$ cat src/rtl/ws2812b_pkg.sv
// Shared constants and FSM state type for the 8x8 WS2812B matrix driver.
package ws2812b_pkg;
    localparam int NUM_ROWS   = 8;
    localparam int ROW_BITS   = 192;
    localparam int FRAME_BITS = NUM_ROWS * ROW_BITS;

    typedef enum logic [1:0] {
        ST_GAP  = 2'd0,
        ST_LOAD = 2'd1,
        ST_BIT  = 2'd2
    } state_e;
endpackage

$ cat src/rtl/ws2812b_bit_encoder.sv
// Maps one data bit and its position within the bit slot to the WS2812B line level.
module ws2812b_bit_encoder
    import ws2812b_pkg::*;
#(
    parameter int T0H   = 20,
    parameter int T1H   = 40,
    parameter int CNT_W = 14
) (
    input  logic             bit_i,
    input  logic [CNT_W-1:0] slot_cnt_i,
    output logic             level_o
);
    // High for the first T0H/T1H cycles of the slot, low for the rest.
    assign level_o = bit_i ? (slot_cnt_i < CNT_W'(T1H)) : (slot_cnt_i < CNT_W'(T0H));
endmodule

$ cat src/rtl/rgb_ws2812b_64_driver.sv
// Continuously streams a 1536-bit GRB frame (8 rows x 8 LEDs) onto a WS2812B line,
// separated by a low latch gap; an external-active request releases the line.
module rgb_ws2812b_64_driver
    import ws2812b_pkg::*;
#(
    parameter int T_BIT = 63,
    parameter int T0H   = 20,
    parameter int T1H   = 40,
    parameter int T_RST = 15000
) (
    input  logic         clk,
    input  logic         reset_n,
    input  logic [0:191] rgb_data_01,
    input  logic [0:191] rgb_data_02,
    input  logic [0:191] rgb_data_03,
    input  logic [0:191] rgb_data_04,
    input  logic [0:191] rgb_data_05,
    input  logic [0:191] rgb_data_06,
    input  logic [0:191] rgb_data_07,
    input  logic [0:191] rgb_data_08,
    input  logic         rgb_ext_activ,
    output logic         out
);
    localparam int CNT_MAX = (T_RST > T_BIT) ? T_RST : T_BIT;
    localparam int CNT_W   = $clog2(CNT_MAX + 1);
    localparam logic [CNT_W-1:0] GAP_LAST  = CNT_W'(T_RST - 1);
    localparam logic [CNT_W-1:0] SLOT_LAST = CNT_W'(T_BIT - 1);
    localparam logic [10:0]      BIT_LAST  = 11'(FRAME_BITS - 1);

    state_e                  state_q, state_d;
    logic [CNT_W-1:0]        cnt_q, cnt_d;
    logic [10:0]             bit_q, bit_d;
    logic [0:FRAME_BITS-1]   frame_q, frame_d;
    logic                    out_q, out_d;
    logic                    level;

    // The frame register shifts toward index 0, so the current bit is always frame_q[0].
    ws2812b_bit_encoder #(
        .T0H  (T0H),
        .T1H  (T1H),
        .CNT_W(CNT_W)
    ) u_enc (
        .bit_i     (frame_q[0]),
        .slot_cnt_i(cnt_q),
        .level_o   (level)
    );

    always_comb begin
        state_d = state_q;
        cnt_d   = cnt_q;
        bit_d   = bit_q;
        frame_d = frame_q;
        out_d   = 1'b0;
        if (rgb_ext_activ) begin
            state_d = ST_GAP;
            cnt_d   = '0;
            bit_d   = '0;
        end else begin
            case (state_q)
                ST_GAP: begin
                    if (cnt_q == GAP_LAST) begin
                        state_d = ST_LOAD;
                        cnt_d   = '0;
                    end else begin
                        cnt_d = cnt_q + 1'b1;
                    end
                end
                ST_LOAD: begin
                    frame_d = {rgb_data_01, rgb_data_02, rgb_data_03, rgb_data_04,
                               rgb_data_05, rgb_data_06, rgb_data_07, rgb_data_08};
                    cnt_d   = '0;
                    bit_d   = '0;
                    state_d = ST_BIT;
                end
                ST_BIT: begin
                    out_d = level;
                    if (cnt_q == SLOT_LAST) begin
                        cnt_d   = '0;
                        frame_d = frame_q << 1;
                        if (bit_q == BIT_LAST) begin
                            state_d = ST_GAP;
                            bit_d   = '0;
                        end else begin
                            bit_d = bit_q + 1'b1;
                        end
                    end else begin
                        cnt_d = cnt_q + 1'b1;
                    end
                end
                default: state_d = ST_GAP;
            endcase
        end
    end

    always_ff @(posedge clk) begin
        if (!reset_n) begin
            state_q <= ST_GAP;
            cnt_q   <= '0;
            bit_q   <= '0;
            frame_q <= '0;
            out_q   <= 1'b0;
        end else begin
            state_q <= state_d;
            cnt_q   <= cnt_d;
            bit_q   <= bit_d;
            frame_q <= frame_d;
            out_q   <= out_d;
        end
    end

    assign out = out_q;
endmodule

$ cat config.mk
export PLATFORM = sky130hd
export DESIGN_NAME = rgb_ws2812b_64_driver
export DESIGN_NICKNAME = d
export VERILOG_FILES = /design/src/rtl/ws2812b_pkg.sv /design/src/rtl/ws2812b_bit_encoder.sv /design/src/rtl/rgb_ws2812b_64_driver.sv
export SDC_FILE = /design/constraint.sdc
export NUM_CORES = 2
export LEC_CHECK = 0
export ABC_AREA = 1
export CORE_AREA = 4 4 590 592
export DETAILED_ROUTE_END_ITERATION = 7
export DIE_AREA = 0 0 594 596
export HOLD_SLACK_MARGIN = 0.02
export PLACE_DENSITY_LB_ADDON = 0.15
export SLEW_MARGIN = 20
export SYNTH_ARGS = -nofsm -noshare
export SYNTH_HDL_FRONTEND = slang
export SYNTH_SLANG_ARGS = --single-unit
$ cat constraint.sdc
create_clock -name clk -period 3.7 [get_ports clk]
set_clock_uncertainty 0.2 [all_clocks]
set_input_delay 0.74 -clock clk [delete_from_list [all_inputs] [get_ports clk]]
set_output_delay 0.74 -clock clk [all_outputs]
set_load 0.01 [all_outputs]
==> run summary <==
The detailed-route vias per instance is 4.28. The number of nets in the layout came out at 14.5k. The final number of setup-violating endpoints came out at 0.

The count of port buffers added during placement came out at between 1.5k and 2k. Subtracting the final worst setup slack from the clock period gives 2.92 ns. In this run the worst hold path is classified as in -> reg. The filler cells instantiated in the layout total 38.8k. The total power came out at 40.5 mW. For this run, the top clock speed supported by timing is 343 MHz. The share of post-route cells with drive strength above 1 came out at 0.0409.

The core footprint came out at 0.342 sq mm. The count of nets left with antenna violations once routing finished came out at 0. For the pin with the worst max-slew slack, the measured transition is 1.10 ns. The longest individual stage delay on the worst path came out at approximately 0.38 ns.

The count of hold-fix buffers inserted at cts is 0. The synthesized netlist net count came out at between 10k and 15k. Routability-driven placement finished with a final weighted congestion of 0.810. Hold is met by 0.128 ns.

In this run the count of I/O pins placed on the die edge is 1540. The initial utilization of the core area, before any placement, comes to 0.214. The number of distinct library cell variants in the gate-level netlist after synthesis came out at 32. The critical path starts at state_q[0]. The top cell family by delay on the critical path is buffers and inverters. Entering global routing, the biggest net connects 196 pins. By area the synthesized netlist is led by sky130_fd_sc_hd__dfxtp_1, sky130_fd_sc_hd__nand2_1, sky130_fd_sc_hd__nor2_1.

For this run, design rule violations remaining after detail routing come to 0. The count of max-cap constraint violations is 0. From synthesis to final layout, the design area changed by 36.5%. The portion of the clock cycle consumed by the worst path in the final layout is 0.789. The clock net in this run drives a total of 1564 sinks.

The sum of negative setup slack is 0 ns. The final max-slew violation count came out at 0. Setup repair after global routing left no endpoint under its margin. The maximum clock insertion buffer count is 4. The number of gates resized after CTS was 0. The insertion delay of the later-clocked pin in the worst-skew pair came out at 0.88 ns. The analysis attributes to cell leakage a power of 41.4 nW. The required time at the endpoint of the critical path is between 4 and 5 ns. The count of buffering cells on the critical path with inverters included is 4. The cell type with the highest aggregate area in the netlist is sky130_fd_sc_hd__dfxtp_1.

The top fanout value on the critical path is around 130. After synthesis, the mean cell area works out to 6.15 sq um. The die outline height is approximately 600 microns. The startpoint identified for the worst hold timing path is reset_n. The run finished with clean final reports.

Timing analysis after detailed placement gives a worst setup slack of 0.503 ns. The final worst setup slack came out at 0.781 ns. The number of register bits inferred by synthesis came out at 1564. The slowest stage of the critical path belongs to the cell sky130_fd_sc_hd__dfxtp_1. For this design the ratio of total power to cell area is between 400 and 500 mW/mm^2. The initial antenna violation count is 108. Across all register-to-register paths, the minimum setup slack is 0.78 ns. The via total after detailed routing came out at around 76k.

The area of the die is 0.354 sq mm. The number of global-route vias before repair was between 70k and 80k. The highest ir drop seen on vdd is about 0.34 mV. The violation count after the first detailed-route iteration is 5192.

The post-CTS setup repair buffer count is 0. The final-report hold violation count is 0. Clock-pin slew was measured on the worst setup and hold paths at ~0.060 ns.

The first TritonRoute pass finished after 5 iterations. The total routing resource utilization after global routing is 0.174. STA classifies the critical path endpoint as a flip-flop. The global-route wire length before repair is 479 mm. The cell area after synthesis is 0.0731 sq mm. The detailed placer's ending HPWL came out at 235 mm. The root buffer cell chosen for the clock tree is sky130_fd_sc_hd__clkbuf_16. The number of standard-cell rows in the floorplan came out at about 220. The final routed wire length divided by cell count is 18.4 microns.

The worst register-to-register path begins at state_q[0]. The worst setup path is launched from a flip-flop. The TritonCTS clock tree is built. The count of mapped cells out of synthesis is 11.9k. The number of H-tree levels is 4.

Counting the buffers created by CTS gives between 150 and 200. The total congestion overflow is 0. The worst slew margin relative to its limit came out at 0.267. Of the synthesized area, sequential elements account for 0.428. The total number of yosys warnings is 0.

The width of the chip is 594 microns. Of the post-synthesis cell area, the dominant cell type holds 0.428. The arrival time reported for the critical path endpoint is between 3 and 4 ns. The classification of the worst setup path is reg -> reg. The critical path goes through inv_1 -> ha_1 -> inv_1 -> nor2_1 -> nand2_8 -> buf_12 -> buf_12 -> o21ai_0 -> nor2_1. The routed design has roughly 330 mm of wire.
[cell type report]
| cell class | count | area (sq um) | area share |
|---|---|---|---|
| sequential | 1564 | 31300 | 0.314 |
| multi-input combinational | 9429 | 37600 | 0.377 |
| clock inverter | 56 | 672 | 0.00673 |
| timing repair buffer | 1758 | 18300 | 0.183 |
| antenna | 42 | 105 | 0.00105 |
| clock buffer | 304 | 5970 | 0.0598 |
| inverter | 37 | 163 | 0.00163 |
| tap | 4557 | 5700 | 0.0571 |
[where the power goes]
| group | switching [mW] | internal (mW) |
|---|---|---|
| clock | 8.26 | 11.8 |
| combinational | 1.64 | 1.95 |
| sequential | 0.00119 | 16.8 |
| total | 9.90 | 30.6 |
[worst register-to-register path: stages, from the launching register on]
cell and delay [ns]:
sky130_fd_sc_hd__dfxtp_1 0.38, sky130_fd_sc_hd__inv_1 0.12, sky130_fd_sc_hd__ha_1 0.33, sky130_fd_sc_hd__inv_1 0.10
sky130_fd_sc_hd__nor2_1 0.38, sky130_fd_sc_hd__nand2_8 0.20, sky130_fd_sc_hd__buf_12 0.23, sky130_fd_sc_hd__buf_12 0.34
sky130_fd_sc_hd__o21ai_0 0.47, sky130_fd_sc_hd__nor2_1 0.06
[placed cells by master (no fill, tap or decap), drive strengths merged]
master / Yosys / layout
nand2: 4678 / 4678
xor2: 6 / 6
clkinv: 1 / 40
nand4: 14 / 14
nor4: 1 / 1
a22oi: 1 / 1
dfxtp: 1564 / 1564
clkdlybuf4s50: 0 / 1538
bufinv: 0 / 10
diode: 0 / 42
xnor2: 2 / 2
nor3b: 1 / 1
buf: 237 / 220
o21ai: 1541 / 1541
o21bai: 3 / 3
nor3: 3 / 3
ha: 8 / 8
a21oi: 8 / 8
nor2: 3135 / 3135
o211ai: 2 / 2
nand3b: 1 / 1
inv: 36 / 43
nand3: 23 / 23
mux2i: 1 / 1
clkbuf: 623 / 304
o22ai: 1 / 1
[worst paths after layout]
path              depth (start not counted)      endpoint
hold / removal                            3    frame_q[4]
setup / recovery                          9   frame_q[98]
hold reg to reg                           2  frame_q[225]
setup reg to reg                          9   frame_q[98]
[flip-flops by register name, summed over array words and instances (netlist names)]
signal,cells
state_q,2
out,1
bit_q,11
cnt_q,14
frame_q,1536
[routing by layer]
layer	global-route usage	vias to the layer above	share of wire
met1	0.225	34693	0.45
met5	0	-	0.0014
met3	0.0379	467	0.056
met2	0.291	1696	0.47
met4	0.0517	70	0.028
li1	-	39015	-
[per-stage QoR]
step,cell area (sq um),utilization,cells
6_report,99800,0.291,17747
5_1_grt,99800,0.291,17735
4_1_cts,99700,0.291,17705
3_5_place_dp,93100,0.272,17345
3_3_place_gp,93100,0.272,17345
2_1_floorplan,73100,-,11890
[kinds of logic (layout without fill, tap and decap cells)]
kind of cell    Yosys count  in the layout  synth area share
flops                  1564           1564             0.428
other cells               0             42                 0
compound gates         1556           1556             0.107
buf+inv                 897           2155            0.0582
mux                       1              1          0.000137
fa+ha+maj                 8              8           0.00137
simple gates           7856           7856             0.405
xor+xnor                  8              8          0.000958
[synthesized netlist by cell type, drive strengths merged]
cell type / n
o22ai: 1
nand2: 4678
o21ai: 1541
clkbuf: 623
nand4: 14
inv: 36
nand3b: 1
dfxtp: 1564
a22oi: 1
xor2: 6
nor2: 3135
o211ai: 2
buf: 237
nor3: 3
o21bai: 3
a21oi: 8
nand3: 23
nor4: 1
nor3b: 1
xnor2: 2
mux2i: 1
clkinv: 1
ha: 8
No activity file was read; power rests on OpenSTA's default activity.
